==> config.mk <==
export PLATFORM = sky130hd
export DESIGN_NAME = pc_unit_flat
export DESIGN_NICKNAME = d
export VERILOG_FILES = /design/src/rtl/pc_unit_if.sv /design/src/rtl/pc_unit.sv /design/src/flat_wrapper.sv
export SDC_FILE = /design/constraint.sdc
export NUM_CORES = 1
export LEC_CHECK = 0
export ABC_AREA = 1
export CELL_PAD_IN_SITES_DETAIL_PLACEMENT = 0
export CELL_PAD_IN_SITES_GLOBAL_PLACEMENT = 1
export CORE_MARGIN = 2
export CORE_UTILIZATION = 33
export CTS_BUF_LIST = sky130_fd_sc_hd__clkbuf_8
export CTS_CLUSTER_SIZE = 20
export DETAILED_ROUTE_END_ITERATION = 8
export HOLD_SLACK_MARGIN = 0.03
export MAX_ROUTING_LAYER = met4
export PLACE_DENSITY_LB_ADDON = 0.1
export SLEW_MARGIN = 20
export SYNTH_ARGS = -nofsm -noshare
export SYNTH_HDL_FRONTEND = slang
export SYNTH_SLANG_ARGS = --single-unit
==> constraint.sdc <==
create_clock -name clk -period 1.5 [get_ports clk]
set_input_delay 0.3 -clock clk [delete_from_list [all_inputs] [get_ports clk]]
set_output_delay 0.3 -clock clk [all_outputs]
set_load 0.01 [all_outputs]
==> src/rtl/pc_unit_if.sv <==
// Fetch-sequencer bus between pc_unit and its controller.
// Counter signals exist only when PC_UNIT_PERF_EN is defined.
interface pc_unit_if #(
   parameter int PC_W = 12
);
   logic            start;
   logic            stall;
   logic            halt;
   logic            branch_en;
   logic [PC_W-1:0] branch_pos;
   logic [PC_W-1:0] pc;
   logic            fetch_valid;
   logic            busy;
   logic            done;
`ifdef PC_UNIT_PERF_EN
   logic [15:0]     cycle_cnt;
   logic [15:0]     branch_cnt;
`endif

   modport master (
      output start, stall, halt, branch_en, branch_pos,
`ifdef PC_UNIT_PERF_EN
      input  cycle_cnt, branch_cnt,
`endif
      input  pc, fetch_valid, busy, done
   );

   modport slave (
      input  start, stall, halt, branch_en, branch_pos,
`ifdef PC_UNIT_PERF_EN
      output cycle_cnt, branch_cnt,
`endif
      output pc, fetch_valid, busy, done
   );
endinterface

==> src/rtl/pc_unit.sv <==
// Program-counter / fetch sequencer with IDLE/RUN/DONE start-done handshake.
// Optional PC_UNIT_PERF_EN adds saturating RUN-cycle and taken-branch counters.
module pc_unit #(
   parameter int              PC_W       = 12,
   parameter logic [PC_W-1:0] START_ADDR = '0
) (
   input logic     clk,
   input logic     reset,
   pc_unit_if.slave bus
);

   typedef enum logic [1:0] {
      IDLE = 2'd0,
      RUN  = 2'd1,
      DONE = 2'd2
   } state_t;

   state_t          state_q, state_d;
   logic [PC_W-1:0] pc_q, pc_d;
   logic            done_q, done_d;
   logic            start_acc;
   logic            branch_acc;

   // start is only honoured outside RUN; a branch only counts when it moves pc
   assign start_acc  = (state_q != RUN) && bus.start;
   assign branch_acc = (state_q == RUN) && !bus.halt && !bus.stall && bus.branch_en;

   always_comb begin
      state_d = state_q;
      pc_d    = pc_q;
      done_d  = done_q;
      case (state_q)
         IDLE, DONE: begin
            if (bus.start) begin
               state_d = RUN;
               pc_d    = START_ADDR;
               done_d  = 1'b0;
            end
         end
         RUN: begin
            if (bus.halt) begin
               state_d = DONE;
               done_d  = 1'b1;
            end else if (bus.stall) begin
               pc_d = pc_q;
            end else if (bus.branch_en) begin
               pc_d = bus.branch_pos;
            end else begin
               pc_d = pc_q + 1'b1;
            end
         end
         default: begin
            state_d = IDLE;
            pc_d    = START_ADDR;
            done_d  = 1'b0;
         end
      endcase
   end

   always_ff @(posedge clk or posedge reset) begin
      if (reset) begin
         state_q <= IDLE;
         pc_q    <= START_ADDR;
         done_q  <= 1'b0;
      end else begin
         state_q <= state_d;
         pc_q    <= pc_d;
         done_q  <= done_d;
      end
   end

   assign bus.pc          = pc_q;
   assign bus.done        = done_q;
   assign bus.busy        = (state_q == RUN);
   assign bus.fetch_valid = (state_q == RUN);

`ifdef PC_UNIT_PERF_EN
   logic [15:0] cycle_cnt_q, cycle_cnt_d;
   logic [15:0] branch_cnt_q, branch_cnt_d;

   function automatic logic [15:0] sat_inc(input logic [15:0] v);
      return (v == 16'hFFFF) ? v : v + 16'd1;
   endfunction

   always_comb begin
      cycle_cnt_d  = cycle_cnt_q;
      branch_cnt_d = branch_cnt_q;
      if (start_acc) begin
         cycle_cnt_d  = '0;
         branch_cnt_d = '0;
      end else if (state_q == RUN) begin
         cycle_cnt_d = sat_inc(cycle_cnt_q);
         if (branch_acc) branch_cnt_d = sat_inc(branch_cnt_q);
      end
   end

   always_ff @(posedge clk or posedge reset) begin
      if (reset) begin
         cycle_cnt_q  <= '0;
         branch_cnt_q <= '0;
      end else begin
         cycle_cnt_q  <= cycle_cnt_d;
         branch_cnt_q <= branch_cnt_d;
      end
   end

   assign bus.cycle_cnt  = cycle_cnt_q;
   assign bus.branch_cnt = branch_cnt_q;
`else
   logic unused_ok;
   assign unused_ok = start_acc ^ branch_acc;
`endif

endmodule
==> src/flat_wrapper.sv <==
// flat-port wrapper written by rule: the top's interface ports become plain ports
module pc_unit_flat 
#(
   parameter int              PC_W       = 12,
   parameter logic [PC_W-1:0] START_ADDR = '0
)
  (clk, reset, bus_start, bus_stall, bus_halt, bus_branch_en, bus_branch_pos, bus_pc, bus_fetch_valid, bus_busy, bus_done);
  pc_unit_if #(.PC_W(PC_W)) bus_i ();
  input logic clk;
  input logic reset;
  input wire logic [$bits(bus_i.start)-1:0] bus_start;
  input wire logic [$bits(bus_i.stall)-1:0] bus_stall;
  input wire logic [$bits(bus_i.halt)-1:0] bus_halt;
  input wire logic [$bits(bus_i.branch_en)-1:0] bus_branch_en;
  input wire logic [$bits(bus_i.branch_pos)-1:0] bus_branch_pos;
  output wire logic [$bits(bus_i.pc)-1:0] bus_pc;
  output wire logic [$bits(bus_i.fetch_valid)-1:0] bus_fetch_valid;
  output wire logic [$bits(bus_i.busy)-1:0] bus_busy;
  output wire logic [$bits(bus_i.done)-1:0] bus_done;
  assign bus_i.start = bus_start;
  assign bus_i.stall = bus_stall;
  assign bus_i.halt = bus_halt;
  assign bus_i.branch_en = bus_branch_en;
  assign bus_i.branch_pos = bus_branch_pos;
  assign bus_pc = bus_i.pc;
  assign bus_fetch_valid = bus_i.fetch_valid;
  assign bus_busy = bus_i.busy;
  assign bus_done = bus_i.done;
  pc_unit #(.PC_W(PC_W), .START_ADDR(START_ADDR)) u_core (.clk(clk), .reset(reset), .bus(bus_i));
endmodule
After elaboration in Yosys (flattened, before gate mapping) --
Cells that the tools add are included.
Cells by class: add/subtract/negate cells 1, equal/unequal tests 6, multiplexer cells 11, reductions and logical operators 4
Operator list (number):
- 12-bit two-way mux | 4
- 12-bit one-hot mux with 2 select lines | 1
- 12-bit by 1-bit adder with 12-bit output (second input constant) | 1
- 2-bit inequality test (second input constant) | 4
- 2-bit two-way mux | 2
- 2-bit one-hot mux with 2 select lines | 1
- 3-bit AND reduction | 1
- 2-bit by 1-bit equality test with 1-bit output (second input constant) | 1
- 2-bit equality test (second input constant) | 1
- 2-bit zero test | 1
- 1-bit two-way mux | 2
- 1-bit one-hot mux with 2 select lines | 1
- 2-bit AND reduction | 1
- 2-bit OR reduction | 1
Storage, ports and cells: flip-flop bits (word level) 15, output and inout port bits 15

Longest topological paths before layout --
depth after elaboration 5, gate-level depth with buffers 8, mapped depth without buffers 8

Worst setup path before layout --
No wires, ideal clock.
kind register -> register, from register u_core.pc_q[1], in the netlist u_core.bus.pc[1], to register u_core.pc_q[8], in the netlist u_core.bus.pc[8], library setup time 116 ps, arrival time 1182 ps, data required time 1384 ps, path slack 202 ps, stages on the path, launching flop included 9, clock period less this slack 1298 ps, cell sequence dfrtp_1 -> ha_1 -> nand3_2 -> nor2_2 -> nand2_1 -> nand2_1 -> nand3_1 -> nand2_1 -> nand2_1
On the way: word-level cells in the longest chain between the ends 5
RTL lines:
- from (decl) | line pc_unit.sv:19 | logic [PC_W-1:0] pc_q, pc_d;
- from (signal assigned) | line pc_unit.sv:67 | pc_q <= pc_d;
- 12-bit by 1-bit adder with 12-bit output | line pc_unit.sv:49 | pc_d = pc_q + 1'b1;
- 12-bit two-way mux | line pc_unit.sv:46 | end else if (bus.branch_en) begin
- 12-bit two-way mux | line pc_unit.sv:44 | end else if (bus.stall) begin
- 12-bit two-way mux | line pc_unit.sv:41 | if (bus.halt) begin
- 12-bit one-hot mux with 2 select lines | line pc_unit.sv:32 | case (state_q)
No other way between the ends. The select of a mux whose other input is x is not followed. A chain may end at the register's enable or synchronous reset.

Worst setup path in the final report --
from register u_core.pc_q[1], in the netlist u_core.bus.pc[1], to output port bus_pc[1]
RTL lines:
- to (decl) | line flat_wrapper.sv:16 | output wire logic [$bits(bus_i.pc)-1:0] bus_pc;
No word-level cell between the ends.

==> flow_summary_export.csv <==
group,metric,value,unit
timing,max_freq,0.681,GHz
global_route,grt_antenna_before_repair,0,
critical_path,worstPathArrival,1170,ps
layout,n_antenna_cell,0,
timing,drv_slew,0,
synth,syn_inst,141,
timing,worstMarginPinSlew,264,ps
placement,io_buffers,32,
detailed_routing,detail-route-antenna-nets,0,
clocking,root_buffer,"clkbuf_8",
floorplan,initial_core_util,33.8,%
timing,tns,0,ps
floorplan,ioPinCount,33,
job,maxCapViolations,0,
clocking,h-tree-depth,1,
clocking,cts_tree,"yes",
critical_path,endpoint_kind,"primary output",
global_route,grt_max_degree,16,
floorplan,die_y,59.2,µm
layout,finalInstanceArea,1530,µm²
timing,hold_violations,0,
synth,synth_fp_nets,160,
layout,syn_to_final_growth,52.5,%
critical_path,slowest_stage,"clkdlybuf4s50_1",
pwr,ir_worst_vdd,775,µV
detailed_routing,post-route-drc-count,0,
synth,netlist_area,1010,µm²
timing,hold_ws,361,ps
clocking,cts.sinks,15,
global_route,grt_first_pass_wirelength,4.24,mm
placement,placed_area,1420,µm²
timing,period_needed,1470,ps
timing,slew_headroom,82.3,%
synth,post_synth_num_cell_types,23,
layout,mostFrequentLayoutCell,"nand2_1",
layout,drive_above_1_share,17.4,%
detailed_routing,drtIter0Drc,64,
critical_path,critical_path.max_fanout,3,
detailed_routing,viasPerCell,4.69,
synth,yosysSeqAreaShare,37.3,%
critical_path,crit_buf_inv,1,
detailed_routing,first_pass_iters,4,
global_route,track_usage,16.7,%
detailed_routing,vias,1045,
floorplan,core_area,2980,µm²
layout,multi_input_area,562,µm²
critical_path,slowest_delay,550,ps
timing,finalCritPeriodShare,97.9,%
layout,nNetsFinal,210,
critical_path,cp_data_required_time,1200,ps
critical_path,criticalPathCategory,"reg2out",
timing,setup_viol,0,
status,status,"complete, no violations",
layout,ff_latch_area,375,µm²
global_route,grt_pass1_vias,943,
floorplan,die_area,3510,µm²
placement,gp_congestion,0.814,
global_route,overflow,0,
clocking,insertion_delay,240,ps
placement,place_hpwl,1.92,mm
layout,utilization,51.5,%
critical_path,crit_chain,"clkdlybuf4s50_1",
layout,final_cell_mix,"42 x nand2_1, 26 x nor2_1, 24 x clkdlybuf4s50_1",
timing,finalClockSkew,1.17,ps
clocking,clk_pin_slew,60,ps
layout,nFillCells,301,
floorplan,rows,20,
critical_path,cp_top_family,"buffers and inverters",
floorplan,die_w,59.2,µm
critical_path,worst_setup_path_start_kind,"flip-flop",
detailed_routing,routed_wl,2.54,mm
clocking,cts_made_buffers,3,
hold_path,holdCritPathClass,"in2async",
synth,avgSynthCellArea,7.13,µm²
clocking,cts_max_path_buffers,2,
synth,ys_warn_count,0,
detailed_routing,wire_per_inst,11.4,µm
pwr,p_per_area,1220,nW/µm²
pwr,cellLeakagePower,0.767,nW
synth,synth-seq-cells,15,
timing,rsz0062_at_grt,"true",
-- worst paths after layout --
kind | slack [ps] | end | depth (start not counted) | from
max in group asynchronous | 970 | u_core.bus.pc[0]$_DFFE_PP0P_ | 3 | reset
min in group clk | 500 | u_core.bus.done$_DFFE_PP0P_ | 2 | u_core.bus.done$_DFFE_PP0P_
min | 360 | u_core.bus.pc[3]$_DFFE_PP0P_ | 3 | reset
max reg2reg | 110 | u_core.bus.pc[8]$_DFFE_PP0P_ | 9 | u_core.bus.pc[0]$_DFFE_PP0P_
max | 30 | bus_pc[1] | 1 | u_core.bus.pc[1]$_DFFE_PP0P_
min reg2reg | 500 | u_core.bus.done$_DFFE_PP0P_ | 2 | u_core.bus.done$_DFFE_PP0P_
-- through the flow --
| step | instances | worst slack, ps | power [mW] |
|---|---|---|---|
| final | 223 | 31.3 | 1.87 |
| after global routing | 223 | -27.4 | 2.03 |
| after floorplan | 141 | 202 | 1.11 |
| after detailed placement | 211 | 7.50 | 1.53 |
| after CTS | 223 | 15.6 | 1.91 |
| after global placement | 211 | 35.2 | 1.52 |
-- kinds of logic (layout without fill, tap and decap cells) --
kind of cell | Yosys count | after routing | synth area share [%]
compound gates | 16 | 16 | 9.95
xor+xnor | 3 | 3 | 2.61
fa+ha+maj | 1 | 1 | 1.24
buf+inv | 17 | 66 | 7.59
flops | 15 | 15 | 37.3
mux | 1 | 1 | 0.995
simple gates | 88 | 88 | 40.3
-- routing by layer --
| layer | share of wire [%] | track usage [%] | up-vias | wire length, µm |
|---|---|---|---|---|
| li1 | - | - | 547 | - |
| met1 | 47 | 21.8 | 475 | 1190 |
| met2 | 48 | 25.9 | 21 | 1210 |
| met3 | 4.8 | 4.59 | 2 | 123 |
| met4 | 0.59 | 3.90 | 0 | 15 |
| met5 | 0 | - | - | 0 |
-- repair_timing --
item,CTS,global route
resized for setup,4,6
setup endpoints to repair,11,7
pin swaps,0,0
setup buffers,8,0
hold buffers,0,0
-- final cells by class --
class / instances / area share (%)
Clock buffer: 3 / 2.69
Clock inverter: 1 / 0.245
Inverter: 14 / 3.43
Multi-Input combinational cell: 109 / 36.6
Sequential cell: 15 / 24.5
Tap cell: 33 / 2.69
Timing Repair Buffer: 48 / 29.9
-- where the power goes --
part / total (mW) / internal (mW) / switching [mW] / leakage (nW)
Clock: 0.317 / 0.181 / 0.136 / 0.0269
Combinational: 0.950 / 0.475 / 0.474 / 0.538
Sequential: 0.607 / 0.514 / 0.0927 / 0.201
-- state kept, by name, indices dropped and copies added, names as in the netlist --
signal / cells
u_core.state_q: 2
u_core.bus.done: 1
u_core.bus.pc: 12
-- synthesized netlist by cell type --
cell	count	area, µm²
nor2_2	3	18.8
nand3_4	1	17.5
nand3_1	9	45.0
nand3b_1	3	22.5
nand2_1	42	158
nor2_8	1	20.0
dfrtp_1	15	375
o22ai_1	1	6.26
buf_2	1	5.00
nand4_1	1	6.26
nor2_1	26	97.6
o21ai_1	11	55.1
a21oi_4	1	16.3
inv_2	4	15.0
mux2i_1	1	10.0
buf_6	1	11.3
o21ai_0	2	10.0
o31ai_2	1	12.5
xor2_1	3	26.3
ha_1	1	12.5
inv_1	10	37.5
buf_4	1	7.51
nand3_2	2	20.0
No activity file was read; power rests on OpenSTA's default activity.
